## src/rtl/restador_serial_pkg.sv

```systemverilog
// paquete_aritmetica: shared state encoding and default width for the serial arithmetic blocks
package paquete_aritmetica;
    localparam int N_DEF = 8;
    typedef enum logic [1:0] {REPOSO = 2'd0, RESTA = 2'd1, FIN = 2'd2} estado_t;
endpackage

```

## src/rtl/restador_serial_if.sv

```systemverilog
// restador_serial_if: start/busy/done handshake plus operands and result of the serial subtractor
interface restador_serial_if
    import paquete_aritmetica::*;
#(parameter int N = N_DEF);
    logic         inicio;
    logic [N-1:0] A;
    logic [N-1:0] B;
    logic         ocupado;
    logic         hecho;
    logic [N-1:0] D;
    logic         Bs;
    modport master (output inicio, A, B, input ocupado, hecho, D, Bs);
    modport slave  (input inicio, A, B, output ocupado, hecho, D, Bs);
endinterface

```

## src/rtl/restador_serial_completo.sv

```systemverilog
// restador_completo: 1-bit full subtractor made of two half subtractors and an OR
module restador_completo (
    input  logic a,
    input  logic b,
    input  logic bw_in,
    output logic d,
    output logic bw_out
);
    logic d1, bw1, bw2;
    assign d1     = a ^ b;
    assign bw1    = ~a & b;
    assign d      = d1 ^ bw_in;
    assign bw2    = ~d1 & bw_in;
    assign bw_out = bw1 | bw2;
endmodule

```

## src/rtl/restador_serial.sv

```systemverilog
// restador_serial: bit-serial D = A - B, LSB first, one bit per clock with a borrow flip-flop
module restador_serial
    import paquete_aritmetica::*;
#(parameter int N = N_DEF) (
    input logic               clk,
    input logic               rst_n,
    restador_serial_if.slave  bus
);
    localparam int CW = $clog2(N);
    localparam logic [CW-1:0] ULTIMO = CW'(N - 1);
    estado_t       estado, siguiente;
    logic [N-1:0]  reg_a, reg_b, res, d_q;
    logic          borrow, bs_q;
    logic [CW-1:0] cnt;
    logic          d_bit, bw_next, carga, ultimo;
    restador_completo u_rc (
        .a      (reg_a[0]),
        .b      (reg_b[0]),
        .bw_in  (borrow),
        .d      (d_bit),
        .bw_out (bw_next)
    );
    // a start is accepted in REPOSO and FIN, never while subtracting
    assign carga  = bus.inicio && estado != RESTA;
    assign ultimo = estado == RESTA && cnt == ULTIMO;
    assign bus.D  = d_q;
    assign bus.Bs = bs_q;
    // state register
    always_ff @(posedge clk or negedge rst_n) begin
        if (!rst_n) estado <= REPOSO;
        else        estado <= siguiente;
    end
    // next state: RESTA runs N bits then FIN; REPOSO and FIN both start on inicio
    always_comb begin
        siguiente = (estado == RESTA) ? (ultimo ? FIN : RESTA) : (bus.inicio ? RESTA : REPOSO);
    end
    // handshake outputs decoded from the state
    always_comb begin
        bus.ocupado = estado == RESTA;
        bus.hecho   = estado == FIN;
    end
    // serial datapath; D/Bs update only on the last bit so partial results never show
    always_ff @(posedge clk or negedge rst_n) begin
        if (!rst_n) begin
            reg_a  <= '0;
            reg_b  <= '0;
            res    <= '0;
            d_q    <= '0;
            borrow <= 1'b0;
            bs_q   <= 1'b0;
            cnt    <= '0;
        end else if (carga) begin
            reg_a  <= bus.A;
            reg_b  <= bus.B;
            borrow <= 1'b0;
            cnt    <= '0;
        end else if (estado == RESTA) begin
            reg_a  <= reg_a >> 1;
            reg_b  <= reg_b >> 1;
            res    <= {d_bit, res[N-1:1]};
            borrow <= bw_next;
            cnt    <= ultimo ? cnt : cnt + 1'b1;
            if (ultimo) begin
                d_q  <= {d_bit, res[N-1:1]};
                bs_q <= bw_next;
            end
        end
    end
endmodule

```

## src/flat_wrapper.sv

```systemverilog
// flat-port wrapper written by rule: the top's interface ports become plain ports
module restador_serial_flat import paquete_aritmetica::*;
#(parameter int N = N_DEF)
  (clk, rst_n, bus_inicio, bus_A, bus_B, bus_ocupado, bus_hecho, bus_D, bus_Bs);
  restador_serial_if #(.N(N)) bus_i ();
  input logic clk;
  input logic rst_n;
  input wire logic [$bits(bus_i.inicio)-1:0] bus_inicio;
  input wire logic [$bits(bus_i.A)-1:0] bus_A;
  input wire logic [$bits(bus_i.B)-1:0] bus_B;
  output wire logic [$bits(bus_i.ocupado)-1:0] bus_ocupado;
  output wire logic [$bits(bus_i.hecho)-1:0] bus_hecho;
  output wire logic [$bits(bus_i.D)-1:0] bus_D;
  output wire logic [$bits(bus_i.Bs)-1:0] bus_Bs;
  assign bus_i.inicio = bus_inicio;
  assign bus_i.A = bus_A;
  assign bus_i.B = bus_B;
  assign bus_ocupado = bus_i.ocupado;
  assign bus_hecho = bus_i.hecho;
  assign bus_D = bus_i.D;
  assign bus_Bs = bus_i.Bs;
  restador_serial #(.N(N)) u_core (.clk(clk), .rst_n(rst_n), .bus(bus_i));
endmodule
```

## config.mk

```make
export PLATFORM = sky130hd
export DESIGN_NAME = restador_serial_flat
export DESIGN_NICKNAME = d
export VERILOG_FILES = /design/src/rtl/restador_serial_pkg.sv /design/src/rtl/restador_serial_if.sv /design/src/rtl/restador_serial_completo.sv /design/src/rtl/restador_serial.sv /design/src/flat_wrapper.sv
export SDC_FILE = /design/constraint.sdc
export NUM_CORES = 1
export LEC_CHECK = 0
export BUFFER_PORTS_ARGS = -buffer_cell sky130_fd_sc_hd__buf_2
export CORE_ASPECT_RATIO = 1.1
export CORE_MARGIN = 4
export CORE_UTILIZATION = 50
export DETAILED_ROUTE_END_ITERATION = 10
export HOLD_SLACK_MARGIN = 0.06
export PLACE_DENSITY = 0.73
export SLEW_MARGIN = 40
export SYNTH_ARGS = -nofsm -noshare
export SYNTH_HDL_FRONTEND = slang
export SYNTH_SLANG_ARGS = --single-unit
```

## constraint.sdc

```tcl
create_clock -name clk -period 3.3 [get_ports clk]
set_input_delay 0.165 -clock clk [delete_from_list [all_inputs] [get_ports clk]]
set_output_delay 0.165 -clock clk [all_outputs]
set_load 0.02 [all_outputs]
```

After elaboration in Yosys (flattened, before gate mapping)
Cells that the tools add are included.
Widths: inputs -> output; s select.
{"block": "word_totals", "regBits": 39, "in_bits": 19, "output_inout_bits": 11, "elab_cells": 40}
{"block": "classes", "n_addsub": 1, "n_eq_ne": 5, "n_mux": 12, "bitwise_logic": 8, "reduce_logical": 6}
{"cell": "$mux 8", "n": 4}
{"cell": "$mux 3", "n": 3}
{"cell": "$mux 2", "n": 2}
{"cell": "$ne 2x1->1 const B", "n": 2}
{"cell": "$reduce_and 2->1", "n": 2}
{"cell": "$add 3x1->3 const B", "n": 1}
{"cell": "$eq 3x3->1 const B", "n": 1}
{"cell": "$mux 1", "n": 3}
{"cell": "$not 1->1", "n": 3}
{"cell": "$reduce_and 3->1", "n": 1}
{"cell": "$and 1x1->1", "n": 2}
{"cell": "$eq 2x1->1 const B", "n": 1}
{"cell": "$eq 2x2->1 const B", "n": 1}
{"cell": "$logic_and 1x1->1", "n": 2}
{"cell": "$reduce_bool 2->1", "n": 1}
{"cell": "$xor 1x1->1", "n": 2}
{"cell": "$or 1x1->1", "n": 1}

Depth between registers and ports, before layout
{"block": "logic_depth", "ltp_word": 6, "ltp_mapped": 6, "depth_no_buf": 5}

Modules after synthesis
Synthesis repeated with hierarchy kept, for this count alone.
{"block": "hier_totals", "cells_unflattened": 145, "area_unflattened_um2": 1704.1}
{"mod": "restador_serial", "instances": 1, "cells_each": 141, "area_each_um2": 1672.9, "seq_area_each_um2": 950.9}
{"mod": "restador_completo", "instances": 1, "cells_each": 4, "area_each_um2": 31.3, "seq_area_each_um2": 0.0}

Worst setup path after synthesis
OpenSTA, ideal clock, no wires.
{"block": "synth_path", "path_type": "register to register", "startpoint": "register u_core.cnt[0]", "endpoint": "register u_core.d_q[0], in the netlist u_core.bus.D[0]", "setup_time_ns": 0.125, "arrival_ns": 1.390, "required_ns": 3.175, "slack_ns": 1.785, "path_stages_with_launch": 6, "path_buffers": 1, "period_less_slack_ns": 1.515, "cell_sequence": "dfrtp_1 ha_1 ha_1 nand3b_2 buf_6 mux2_4"}
{"block": "synth_via", "elab_chain_cells": 3}
{"item": "start, declared", "line_no": "restador_serial.sv:14", "text": "logic [CW-1:0] cnt;"}
{"item": "start signal, assigned", "line_no": "restador_serial.sv:62", "text": "cnt <= ultimo ? cnt : cnt + 1'b1;"}
{"item": "$eq 3x3->1", "line_no": "restador_serial.sv:25", "text": "assign ultimo = estado == RESTA && cnt == ULTIMO;"}
{"item": "$logic_and 1x1->1", "line_no": "restador_serial.sv:25"}
{"item": "$reduce_and 3->1 (no line)"}
{"item": "end signal, assigned", "line_no": "restador_serial.sv:64", "text": "d_q <= {d_bit, res[N-1:1]};"}
{"item": "end, declared", "line_no": "restador_serial.sv:12", "text": "logic [N-1:0] reg_a, reg_b, res, d_q;"}
Every way passes these cells.
A chain may end at the register's enable or synchronous reset.

Worst setup path in the final report
{"block": "layout_path", "startpoint": "register u_core.estado[1]", "endpoint": "output port bus_ocupado"}
{"block": "layout_via", "elab_chain_cells": 1}
{"item": "start, declared", "line_no": "restador_serial.sv:11", "text": "estado_t estado, siguiente;"}
{"item": "start signal, assigned", "line_no": "restador_serial.sv:31", "text": "else estado <= siguiente;"}
{"item": "$eq 2x1->1", "line_no": "restador_serial.sv:39", "text": "bus.ocupado = estado == RESTA;"}
{"item": "end, declared", "line_no": "flat_wrapper.sv:11", "text": "output wire logic [$bits(bus_i.ocupado)-1:0] bus_ocupado;"}
Every way passes these cells.

==> impl_results.md <==
- Syn Nets: 168
- Delay-heaviest family, CP: buffers and inverters
- Largest family of logic cells by synthesized area: multiplexers
- CP Cell Sequence: nand2b_2 > inv_1 > buf_2
- Initial Util: 53.14%
- Worst Skew: 8.410 ps
- Largest area contributor in the netlist: dfrtp_1
- Final WS setup: 1230 ps
- Post-synthesis xor/xnor area fraction: 0%
- GPL Wtd Cong: 0.7371
- Iter 0 DRT Violations: 46
- CP max stage cell: inv_1
- Final instance area: 0.001912 mm2
- Most frequent cells in the layout: 38 x dfrtp_1, 37 x nand2_1, 28 x buf_2
- Hold Crit Class: in -> reg
- Worst VDD drop: 410.0 uV
- Die Ht: 68.46 um
- Vias: 1083
- Final cycle utilization of the critical path: 62.72%
- Area Overhead vs Synth: 15.06%
- Met3 wire length: 166 um
- Worst-Margin Slew: 691.1 ps
- Commonest non-fill, non-tap cell in the layout: dfrtp_1
- Initial antenna violation count: 0
- LEAKAGE: 1.010 nW
- Area of the multi-input gates: 650.6 um2
- Core Footprint: 0.003127 mm2
- Pin count of the biggest net entering global routing: 39
- Max_cap viols: 0
- Share of cells above drive strength 1: 26.97%
- Met2 wire length: 1236 um
- Total CTS buffers: 5
- Final min period: 2070 ps
- Worst slew margin: 53.88%
- Post-Synth Adder-Cell Area: 2.711%
- Slew Limit Fails: 0
- DP HPWL: 1957 um
- YS warnings: 0
- Cells after Synth: 146
- Avg WL per Cell: 12.87 um
- Fill cell total of the finished layout: 255
- RSZ-0062 raised after global routing: false
- Vias in the first global route: 1061
- Clock buffer depth: 2
- Max layer used: met4
- Clock sink total: 38
- DRC viols: 0
- Number of H-tree levels: 2
- Critical path required time: 3130 ps
- IO Pins: 30
- DR pass1 iterations: 4
- Post-synthesis mux area share: 17.85%
- Total GRT Usage: 13.71%
- Ant. Diodes: 0
- Sequential cell area: 950.9 um2
- CTS root buf: clkbuf_4
- Worst EP arrival: 1900 ps
- Flops & latches, synth: 38
- CTS tree: done
- Dpl cell area: 0.001812 mm2
- DR vias/cell: 5.108
- Hold_buf cts: 2
- Synth top area share: 57.23%
- Die area: 0.004311 mm2
- Fmax: 483.1 MHz
- Worst-path clk slew: 110 ps
- CP peak stage delay: 570 ps
- Worst path buffer plus inverter count: 2
- CP endpoint kind: primary output
- Pwr Density: 882.7 mW/mm2
- Clock latency on the worst-skew pair: 340 ps
- WL met1: 1293 um
- Synth cell types: 20
- Port buffer count: 29
- Fin nets: 199
- Die Wd: 62.97 um
- Crit path launch type: flop
- Grt total ovfl: 0
- WL final: 2729 um
- # Post-CTS Setup Buffers: 0
- Placed Cells: 202
- Status: complete, no violations
- Seq/Total Area, Yosys: 57.23%
- Post-synthesis compound-gate area fraction: 6.175%
- Syn Area/Cell: 11.38 um2
- ANT nets after route: 0
- Dpl ws: 1531 ps
- Synth Cell Area: 0.001662 mm2
- Row Count: 21
- First-pass GRT wire length: 4491 um
- Simple-Gate Fraction of Synth Area: 12.42%
- Final hold vios: 0
- CP Class: reg -> out
- Finished Layout Cells: 212
- Max Fanout on Critical Path: 26
- Final setup viols: 0
- Synth top area cells: dfrtp_1 57%, mux2i_1 11%, nand2_1 8.4%, mux2_4 6.3%, o21ai_0 5.1%
- Post-CTS sizing: 0
- Flop-to-flop setup slack: 1490 ps
- Fin Setup TNS: 0 ps
## worst reg2reg max path: stages (launching register included)
cell and delay (ps):
dfrtp_1 400, nand2b_2 300, inv_1 570, buf_4 310
o21ai_0 110
## power by group
part	total [mW]	internal (mW)	switching, mW
Sequential	0.778	0.661	0.117
Clock	0.307	0.157	0.150
Combinational	0.602	0.258	0.345
## worst paths after layout
| path | cells past startpoint | from | to |
|---|---|---|---|
| worst min register to register | 2 | u_core.bus.Bs | u_core.bus.Bs |
| min in group asynchronous | 2 | rst_n | u_core.estado[1] |
| max in group asynchronous | 2 | rst_n | u_core.cnt[1] |
| worst max-delay path | 3 | u_core.estado[1] | bus_ocupado |
| worst max register to register | 4 | u_core.estado[1] | u_core.reg_a[5] |
| worst min-delay path | 3 | bus_A[7] | u_core.reg_a[7] |
## stage by stage
stage | util (%) | hold slack [ps] | power (mW)
2_1_floorplan | - | -130.6 | 1.229
4_1_cts | 61.06 | 75.99 | 1.710
5_1_grt | 61.14 | 64.43 | 1.813
6_report | 61.14 | 84.62 | 1.688
3_5_place_dp | 57.94 | 306.6 | 1.401
3_3_place_gp | 57.94 | 293.1 | 1.357
## Yosys cell counts (all sizes together)
master   instances
clkbuf           1
ha               2
nor2             3
nand2           37
nand3            2
nand3b           2
o2bb2ai          2
mux2             8
dfrtp           38
nor2b            1
mux2i           18
o21ai           17
buf              7
inv              4
nand2b           1
fa               1
or3              2
## state kept, by name (all words and copies together), names as in the netlist
register	cells
u_core.reg_a	8
u_core.borrow	1
u_core.estado	2
u_core.res	7
u_core.bus.Bs	1
u_core.bus.D	8
u_core.cnt	3
u_core.reg_b	8
## final cells by class
class	count	area share [%]
Sequential cell	38	49.74
Multi-Input combinational cell	96	34.03
Timing Repair Buffer	32	9.162
Tap cell	34	2.225
Clock inverter	3	2.094
Clock buffer	5	1.963
Inverter	4	0.7853
## metal layers
metal,vias up,track usage [%]
met3,4,4.433
li1,546,-
met1,506,16.05
met4,0,8.264
met2,27,22.27
met5,-,0
## kinds of logic (layout without fill, tap and decap cells)
logic type | after synthesis | in the layout
AO/OA/AOI/OAI | 19 | 19
adder cells (fa/ha/maj) | 3 | 3
buffers and inverters | 12 | 44
flip-flops | 38 | 38
multiplexers | 26 | 26
AND/OR/NAND/NOR | 48 | 48
(Power assumes the default switching activity.)
